### src/rtl/riscv_pkg.sv
// Shared sizing for the in-order RISC-V pipeline: datapath width, register-file
// geometry and the pending-write scoreboard counter type.
package riscv_pkg;

  localparam int XLEN       = 32;
  localparam int REG_ADDR_W = 5;
  localparam int NUM_REGS   = 32;
  localparam int SB_W       = 2;

  typedef logic [SB_W-1:0] sb_cnt_t;

endpackage

### src/rtl/opfetch_scoreboard.sv
// Pending-write scoreboard: one saturating-free counter per register plus the
// per-source hazard and bypass-select decisions. Build option: OPFETCH_WB_BYPASS_EN.
module opfetch_scoreboard
  import riscv_pkg::*;
#(
  parameter int SB_W = riscv_pkg::SB_W
) (
  input  logic                  clk,
  input  logic                  rst,
  input  logic [REG_ADDR_W-1:0] rs1,
  input  logic [REG_ADDR_W-1:0] rs2,
  input  logic [REG_ADDR_W-1:0] rd,
  input  logic                  rd_we,
  input  logic                  issue,
  input  logic                  wb_we,
  input  logic [REG_ADDR_W-1:0] wb_rd,
  output logic                  rs1_hazard,
  output logic                  rs2_hazard,
  output logic                  rd_hazard,
  output logic                  rs1_bypass,
  output logic                  rs2_bypass
);

  logic [SB_W-1:0] cnt [NUM_REGS];
  logic            do_inc;
  logic            do_dec;
  logic            cancel;
  logic [SB_W-1:0] rs1_cnt;
  logic [SB_W-1:0] rs2_cnt;

  assign do_inc = issue && rd_we && (rd != '0);
  assign do_dec = wb_we && (wb_rd != '0) && (cnt[wb_rd] != '0);
  assign cancel = do_inc && do_dec && (rd == wb_rd);

  // A new writer and a retiring writer on the same register cancel out.
  always_ff @(posedge clk or negedge rst) begin
    if (!rst) begin
      for (int i = 0; i < NUM_REGS; i++) begin
        cnt[i] <= '0;
      end
    end else if (!cancel) begin
      if (do_inc) begin
        cnt[rd] <= cnt[rd] + SB_W'(1);
      end
      if (do_dec) begin
        cnt[wb_rd] <= cnt[wb_rd] - SB_W'(1);
      end
    end
  end

  assign rs1_cnt = cnt[rs1];
  assign rs2_cnt = cnt[rs2];

  // Only the last outstanding writer can be forwarded; older ones still stall.
  always_comb begin
`ifdef OPFETCH_WB_BYPASS_EN
    rs1_bypass = (rs1 != '0) && (rs1_cnt == SB_W'(1)) && wb_we && (wb_rd == rs1);
    rs2_bypass = (rs2 != '0) && (rs2_cnt == SB_W'(1)) && wb_we && (wb_rd == rs2);
`else
    rs1_bypass = 1'b0;
    rs2_bypass = 1'b0;
`endif
    rs1_hazard = (rs1 != '0) && (rs1_cnt != '0) && !rs1_bypass;
    rs2_hazard = (rs2 != '0) && (rs2_cnt != '0) && !rs2_bypass;
    rd_hazard  = rd_we && (rd != '0) && (cnt[rd] == '1);
  end

endmodule

### src/rtl/operand_fetch_stage.sv
// Operand-fetch stage: owns the integer register file, tracks pending writers and
// hands registered operands to execute. Build option: OPFETCH_WB_BYPASS_EN.
module operand_fetch_stage
  import riscv_pkg::*;
#(
  parameter int XLEN  = riscv_pkg::XLEN,
  parameter int TAG_W = 32,
  parameter int SB_W  = riscv_pkg::SB_W
) (
  input  logic                  clk,
  input  logic                  rst,
  input  logic                  in_valid,
  output logic                  in_ready,
  input  logic [REG_ADDR_W-1:0] in_rs1,
  input  logic [REG_ADDR_W-1:0] in_rs2,
  input  logic [REG_ADDR_W-1:0] in_rd,
  input  logic                  in_rd_we,
  input  logic [TAG_W-1:0]      in_tag,
  output logic                  out_valid,
  input  logic                  out_ready,
  output logic [XLEN-1:0]       out_rs1_data,
  output logic [XLEN-1:0]       out_rs2_data,
  output logic [REG_ADDR_W-1:0] out_rd,
  output logic                  out_rd_we,
  output logic [TAG_W-1:0]      out_tag,
  input  logic                  wb_we,
  input  logic [REG_ADDR_W-1:0] wb_rd,
  input  logic [XLEN-1:0]       wb_data
);

  logic [XLEN-1:0] regs [NUM_REGS];
  logic [XLEN-1:0] rs1_data;
  logic [XLEN-1:0] rs2_data;
  logic            rs1_hazard;
  logic            rs2_hazard;
  logic            rd_hazard;
  logic            rs1_bypass;
  logic            rs2_bypass;
  logic            fire;

  opfetch_scoreboard #(
    .SB_W (SB_W)
  ) u_scoreboard (
    .clk        (clk),
    .rst        (rst),
    .rs1        (in_rs1),
    .rs2        (in_rs2),
    .rd         (in_rd),
    .rd_we      (in_rd_we),
    .issue      (fire),
    .wb_we      (wb_we),
    .wb_rd      (wb_rd),
    .rs1_hazard (rs1_hazard),
    .rs2_hazard (rs2_hazard),
    .rd_hazard  (rd_hazard),
    .rs1_bypass (rs1_bypass),
    .rs2_bypass (rs2_bypass)
  );

  // x0 is hardwired to zero, so write-backs to it are dropped here.
  always_ff @(posedge clk or negedge rst) begin
    if (!rst) begin
      for (int i = 0; i < NUM_REGS; i++) begin
        regs[i] <= '0;
      end
    end else if (wb_we && (wb_rd != '0)) begin
      regs[wb_rd] <= wb_data;
    end
  end

  always_comb begin
    rs1_data = (in_rs1 == '0) ? '0 : regs[in_rs1];
    rs2_data = (in_rs2 == '0) ? '0 : regs[in_rs2];
    if (rs1_bypass) begin
      rs1_data = wb_data;
    end
    if (rs2_bypass) begin
      rs2_data = wb_data;
    end
  end

  assign in_ready = (!out_valid || out_ready) && !(rs1_hazard || rs2_hazard || rd_hazard);
  assign fire     = in_valid && in_ready;

  // Payload only moves on fire, which keeps it frozen under backpressure.
  always_ff @(posedge clk or negedge rst) begin
    if (!rst) begin
      out_valid    <= 1'b0;
      out_rs1_data <= '0;
      out_rs2_data <= '0;
      out_rd       <= '0;
      out_rd_we    <= 1'b0;
      out_tag      <= '0;
    end else if (fire) begin
      out_valid    <= 1'b1;
      out_rs1_data <= rs1_data;
      out_rs2_data <= rs2_data;
      out_rd       <= in_rd;
      out_rd_we    <= in_rd_we;
      out_tag      <= in_tag;
    end else if (out_ready) begin
      out_valid    <= 1'b0;
    end
  end

endmodule

### config.mk
export PLATFORM = sky130hd
export DESIGN_NAME = operand_fetch_stage
export DESIGN_NICKNAME = d
export VERILOG_FILES = /design/src/rtl/riscv_pkg.sv /design/src/rtl/opfetch_scoreboard.sv /design/src/rtl/operand_fetch_stage.sv
export SDC_FILE = /design/constraint.sdc
export NUM_CORES = 2
export LEC_CHECK = 0
export CAP_MARGIN = 20
export CORE_MARGIN = 2
export CORE_UTILIZATION = 62
export CTS_BUF_LIST = sky130_fd_sc_hd__clkbuf_8
export CTS_CLUSTER_SIZE = 25
export DETAILED_ROUTE_END_ITERATION = 16
export GPL_ROUTABILITY_DRIVEN = 0
export HOLD_SLACK_MARGIN = 0.08
export PLACE_DENSITY = 0.8
export REMOVE_ABC_BUFFERS = 1
export SKIP_CTS_REPAIR_TIMING = 1
export SYNTH_ARGS = -nofsm -noshare
export SYNTH_HDL_FRONTEND = slang
export SYNTH_SLANG_ARGS = --single-unit
### constraint.sdc
create_clock -name clk -period 4.6 [get_ports clk]
set_clock_uncertainty 0.05 [all_clocks]
set_input_delay 0.69 -clock clk [delete_from_list [all_inputs] [get_ports clk]]
set_output_delay 0.69 -clock clk [all_outputs]
set_load 0.02 [all_outputs]
* After elaboration in Yosys (flattened, before gate mapping)
Index checks and enable logic that the tools add are counted.
Word-level totals: output and inout bits 104, logic and storage cells 147, input bits 90, register bits after elaboration 1191
Cells by class: eq/ne operators 2, reduce and logical (&&, ||, !) cells 29, magnitude comparators 6, bitwise operators 4, multiplexer cells 34, add/sub/neg operators 2
Operators by type and width (count):
- 1024-bit bitwise mux | 1
- 32-bit binary-select mux with 5-bit select | 2
- 32-bit two-way mux | 7
- 64-bit two-way mux | 3
- 32-bit demux with 5-bit select | 1
- 64-bit bitwise mux | 2
- 2-bit binary-select mux with 5-bit select | 4
- 6-bit greater-or-equal comparator (second input constant) | 4
- 5-bit inverter with 6-bit output | 4
- 2-bit demux with 5-bit select | 2
- 2-bit two-way mux | 10
- 5-bit nonzero test | 4
- 1-bit logical AND | 14
- 6-bit by 1-bit less-than comparator with 1-bit output (second input constant) | 2
- 5-bit zero test | 2
- 2-bit nonzero test | 4
- 5-bit equality test | 1
- 1-bit logical OR | 3
- 2-bit by 1-bit adder with 2-bit output (second input constant) | 1
- 2-bit equality test (second input constant) | 1
- 1-bit zero test | 2
- 1-bit two-way mux | 2
- 2-bit by 1-bit subtractor with 2-bit output (second input constant) | 1

* Longest topological paths before layout
depth in word-level cells 18, depth in mapped cells 15, depth with buffers taken out 11

* Cells and area by module
A second synthesis with hierarchy kept.
Second synthesis, totals: cells, all modules 4846, area total of the unflattened synthesis 64737.1 um2
Modules (own cells, without submodules):
- operand_fetch_stage | cells an instance 4216, times used 1, area each 59029.1 um2
- opfetch_scoreboard | cells an instance 630, times used 1, area each 5708.0 um2

* Least setup slack after synthesis
OpenSTA, ideal clock, no wires.
kind input-to-reg, start in in_rd[0], end reg u_scoreboard.cnt[6] in the netlist's numbering, stages on the path 14, setup slack 0.715 ns, arrival time 3.715 ns, library setup time 0.120 ns, cell sequence buf_2 > buf_2 > clkbuf_1 > mux4_2 > a22oi_1 > nand4_1 > ha_1 > a21bo_2 > nor2_1 > o211a_1 > buf_6 > nand3_4 > or3_1 > o211a_1
Between the ends: longest elaborated chain between the ends 16
Ends and longest elaborated chain:
- start, declared | line operand_fetch_stage.sv:16 | input logic [REG_ADDR_W-1:0] in_rd,
- 5-bit inverter with 6-bit output (implied by the code) | line opfetch_scoreboard.sv:43, opfetch_scoreboard.sv:65
- 2-bit binary-select mux with 5-bit select | line opfetch_scoreboard.sv:43, opfetch_scoreboard.sv:65
- 2-bit two-way mux (implied by the code) (2 in series) | line opfetch_scoreboard.sv:43, opfetch_scoreboard.sv:65
- 2-bit equality test | line opfetch_scoreboard.sv:65 | rd_hazard = rd_we && (rd != '0) && (cnt[rd] == '1);
- 1-bit logical AND | line opfetch_scoreboard.sv:65
- 1-bit logical OR | line operand_fetch_stage.sv:82 | assign in_ready = (!out_valid || out_ready) && !(rs1_hazard || rs2_hazard || rd_hazard);
- 1-bit zero test | line operand_fetch_stage.sv:82
- 1-bit logical AND | line operand_fetch_stage.sv:82
- 1-bit logical AND | line operand_fetch_stage.sv:83 | assign fire = in_valid && in_ready;
- 1-bit logical AND (2 in series) | line opfetch_scoreboard.sv:31 | assign do_inc = issue && rd_we && (rd != '0);
- 64-bit two-way mux | line opfetch_scoreboard.sv:42 | if (do_inc) begin
- 64-bit two-way mux | line opfetch_scoreboard.sv:41 | end else if (!cancel) begin
- 64-bit bitwise mux | line opfetch_scoreboard.sv:46 | cnt[wb_rd] <= cnt[wb_rd] - SB_W'(1);
- 64-bit two-way mux | line opfetch_scoreboard.sv:45 | if (do_dec) begin
- end signal, assigned by index | line opfetch_scoreboard.sv:43 | cnt[rd] <= cnt[rd] + SB_W'(1);
- end signal, assigned by index | line opfetch_scoreboard.sv:46
- end, declared | line opfetch_scoreboard.sv:24 | logic [SB_W-1:0] cnt [NUM_REGS];
Parallel ways exist; a longest one is shown, timed or not. The select of a mux whose other input is x is not followed. A chain may end at the register's enable or synchronous reset.

* Worst setup path after layout
start reg u_scoreboard.cnt[20] in the netlist's numbering, end out in_ready
Between the ends: longest elaborated chain between the ends 9
Ends and longest elaborated chain:
- 2-bit binary-select mux with 5-bit select (on tied branches) | line opfetch_scoreboard.sv:51, opfetch_scoreboard.sv:52
- 2-bit two-way mux (on tied branches) (2 in series) | line opfetch_scoreboard.sv:51, opfetch_scoreboard.sv:52
- 2-bit nonzero test (on tied branches) | line opfetch_scoreboard.sv:63, opfetch_scoreboard.sv:64
- 1-bit logical AND (on tied branches) | line opfetch_scoreboard.sv:63, opfetch_scoreboard.sv:64
- 1-bit logical OR | line operand_fetch_stage.sv:82
- 1-bit logical OR (*) | line operand_fetch_stage.sv:82
- 1-bit zero test (*) | line operand_fetch_stage.sv:82
- 1-bit logical AND (*) | line operand_fetch_stage.sv:82
- end, declared | line operand_fetch_stage.sv:13 | output logic in_ready,
Mark *: on every way between the ends. The rest lies on a longest branch, timed or not. The select of a mux whose other input is x is not followed.

==> flow_metrics.env <==
export IMPL_num_nets_final=4727
export IMPL_rsz0062_at_grt="false"
export IMPL_min_period_over_period_pct=95.9
export IMPL_cts_num_sinks=1191
export IMPL_start_kind="register"
export IMPL_rows=117
export IMPL_ys_warnings_count=0
export IMPL_finalWorstSetupSlack_ns=0.187
export IMPL_drt_wirelength_per_cell_microns=30.5
export IMPL_path_class="reg -> out"
export IMPL_power_density_nw_per_um2=458
export IMPL_mappedNetlistArea_sq_um=64100
export IMPL_vdd_ir_drop_max_mv=0.341
export IMPL_avgViaCountPerCell=7.10
export IMPL_p_total_mw=32.9
export IMPL_dieArea_sq_um=106000
export IMPL_hold_depth=3
export IMPL_period_needed_ns=4.41
export IMPL_r2r_setup_slack_ns=0.91
export IMPL_maxCapViolCount=0
export IMPL_leakagePower_nw=31.6
export IMPL_hold_class="in -> reg"
export IMPL_cts_buffer_depth=3
export IMPL_ys_types=81
export IMPL_antenna_found_initial=6
export IMPL_hpwl_microns=109000
export IMPL_synth_top_cell_by_area="dfrtp_1"
export IMPL_ios=194
export IMPL_synthArstFlopShare_pct=100
export IMPL_layout_commonest_cell="dfrtp_1"
export IMPL_r2r_start="u_scoreboard.cnt[20]"
export IMPL_num_vias=43700
export IMPL_synth_top_area_share_pct=46.5
export IMPL_setup_violations=0
export IMPL_cts_inserted_buffers=195
export IMPL_final_core_util_pct=70.3
export IMPL_syn_to_final_growth_pct=12.0
export IMPL_syn_inst=4581
export IMPL_grt_start_max_net_pins=168
export IMPL_gr_usage_all_layers_pct=36.1
export IMPL_grt_pass1_wl_microns=285000
export IMPL_place_ws_ns=0.203
export IMPL_ys_flop_type="dfrtp_1"
export IMPL_ant_nets=0
export IMPL_clkTransAtPathRegs_ns=0.06
export IMPL_drc=0
export IMPL_grt_pass1_vias=44800
export IMPL_insertion_delay_ns=0.90
export IMPL_synth_avg_cell_area_sq_um=14.0
export IMPL_first_pass_iters=10
export IMPL_cts_htree_levels=4
export IMPL_wl_microns=188000
export IMPL_critPathMaxFanout=6
export IMPL_hold_ws_ns=0.332
export IMPL_grt_overflow=0
export IMPL_holdPathEnd="out_rd[0]"
export IMPL_worstPathArrival_ns=3.67
export IMPL_drt_iter0_drc=4966
export IMPL_die_width_microns=326
export IMPL_yosys_register_bits=1191
export IMPL_fmax_mhz=227
export IMPL_worstMarginPinSlew_ns=1.17
export IMPL_fp_dieH_microns=326
export IMPL_drv_slew=0
export IMPL_start_util_pct=62.7
export IMPL_drive_gt1_share_pct=43.1
export IMPL_root_buffer="clkbuf_8"
export IMPL_synth_edf_count=0
export IMPL_r2r_end="u_scoreboard.cnt[55]"
export IMPL_maxSlewHeadroom_pct=21.9
export IMPL_cp_required_ns=3.86
export IMPL_ys_seq_area_share_pct=46.5
export IMPL_yosys_top_cells_area="dfrtp_1 (46%), mux4_2 (24%), mux2_2 (15%)"
export IMPL_hold_viol=0
export IMPL_end_kind="output pin"
export IMPL_rr_worst_depth=11
export IMPL_min_from="in_rd[0]"
export IMPL_mostFrequentLayoutCells="dfrtp_1 (1,191), mux2_2 (836), nand2_1 (691), mux4_2 (676), clkbuf_8 (249)"
export IMPL_core_sq_um=102000
export IMPL_portBuffers=193
export IMPL_status="completed"
export IMPL_cts_tree="built"
[worst max-delay path by stage]
stage	slack (ns)	cells after the start	startpoint	to
2_1_floorplan	-1.76	6	in_rs1[1]	out_rd[0]
3_3_place_gp	0.22	13	in_rd[1]	u_scoreboard.cnt[55]
3_5_place_dp	0.20	13	in_rd[1]	u_scoreboard.cnt[3]
4_1_cts	0.09	8	u_scoreboard.cnt[20]	in_ready
5_1_grt	0.08	8	u_scoreboard.cnt[1]	in_ready
6_report	0.19	8	u_scoreboard.cnt[20]	in_ready
[worst max-delay path, cell delays in order, from the launching register on]
cell	delay [ns]
dfrtp_1	0.50
mux4_2	0.49
a22oi_1	0.23
nand4_1	0.16
ha_1	0.25
a21bo_2	0.21
a21oi_2	0.16
and3_1	0.17
clkdlybuf4s50_1	0.59
[per-layer routing]
| metal | up-vias | share of wire (%) | GRT usage, % |
|---|---|---|---|
| met1 | 22800 | 37 | 48.5 |
| met5 | - | 0.0069 | 0 |
| li1 | 17500 | - | - |
| met3 | 660 | 11 | 9.12 |
| met2 | 2810 | 47 | 55.3 |
| met4 | 2 | 5.6 | 18.4 |
[registers in the layout, summed over array words and instances, names as in the netlist]
name              cells
regs               1024
out_rd                5
out_valid             1
u_scoreboard.cnt     64
out_rs1_data         32
out_tag              32
out_rd_we             1
out_rs2_data         32
[where the power goes]
part           switching (mW)  total, mW  internal (mW)
combinational            3.81       8.72           4.92
clock                    4.41       9.43           5.02
sequential               1.97       14.8           12.8
total                    10.2       32.9           22.7
[layout make-up]
class                           instances  area, sq um
Multi-Input combinational cell       2859        32300
Fill cell                            6756        30400
Sequential cell                      1191        29800
Timing Repair Buffer                  350         3820
Clock buffer                          249         3430
Tap cell                             1368         1710
Clock inverter                         99          559
Inverter                               38          143
Antenna cell                            4         10.0
[synth_stat cells (13+ instances only)]
cell type  count
a211oi_1      19
a21oi_1       41
a221oi_2      22
a22oi_1       17
a311oi_1      20
and3_1        15
buf_1         45
buf_2        112
clkbuf_1     320
dfrtp_1     1191
inv_1         36
mux2_2       836
mux2i_1       78
mux4_2       676
nand2_1      713
nand3_1       26
nor2_1        70
nor3_1        46
o21ai_0       38
o22ai_1       13
o31ai_1       64
o32ai_1       30
[kinds of logic after synthesis]
family | synth area share, %
simple gates | 6.08
compound gates | 4.06
buf+inv | 3.46
xor+xnor | 0.0547
mux | 39.8
flops | 46.5
fa+ha+maj | 0.0390
[through the flow]
step	TNS, ns	instances	instance area [sq um]
finish	0	6158	71800
global route	0	6158	71800
CTS	0	6143	71600
detailed placement	0	5795	67600
global placement	0	5795	67600
floorplan	-173.89	4088	62000
Note: power is estimated with default switching activity, not from simulation.
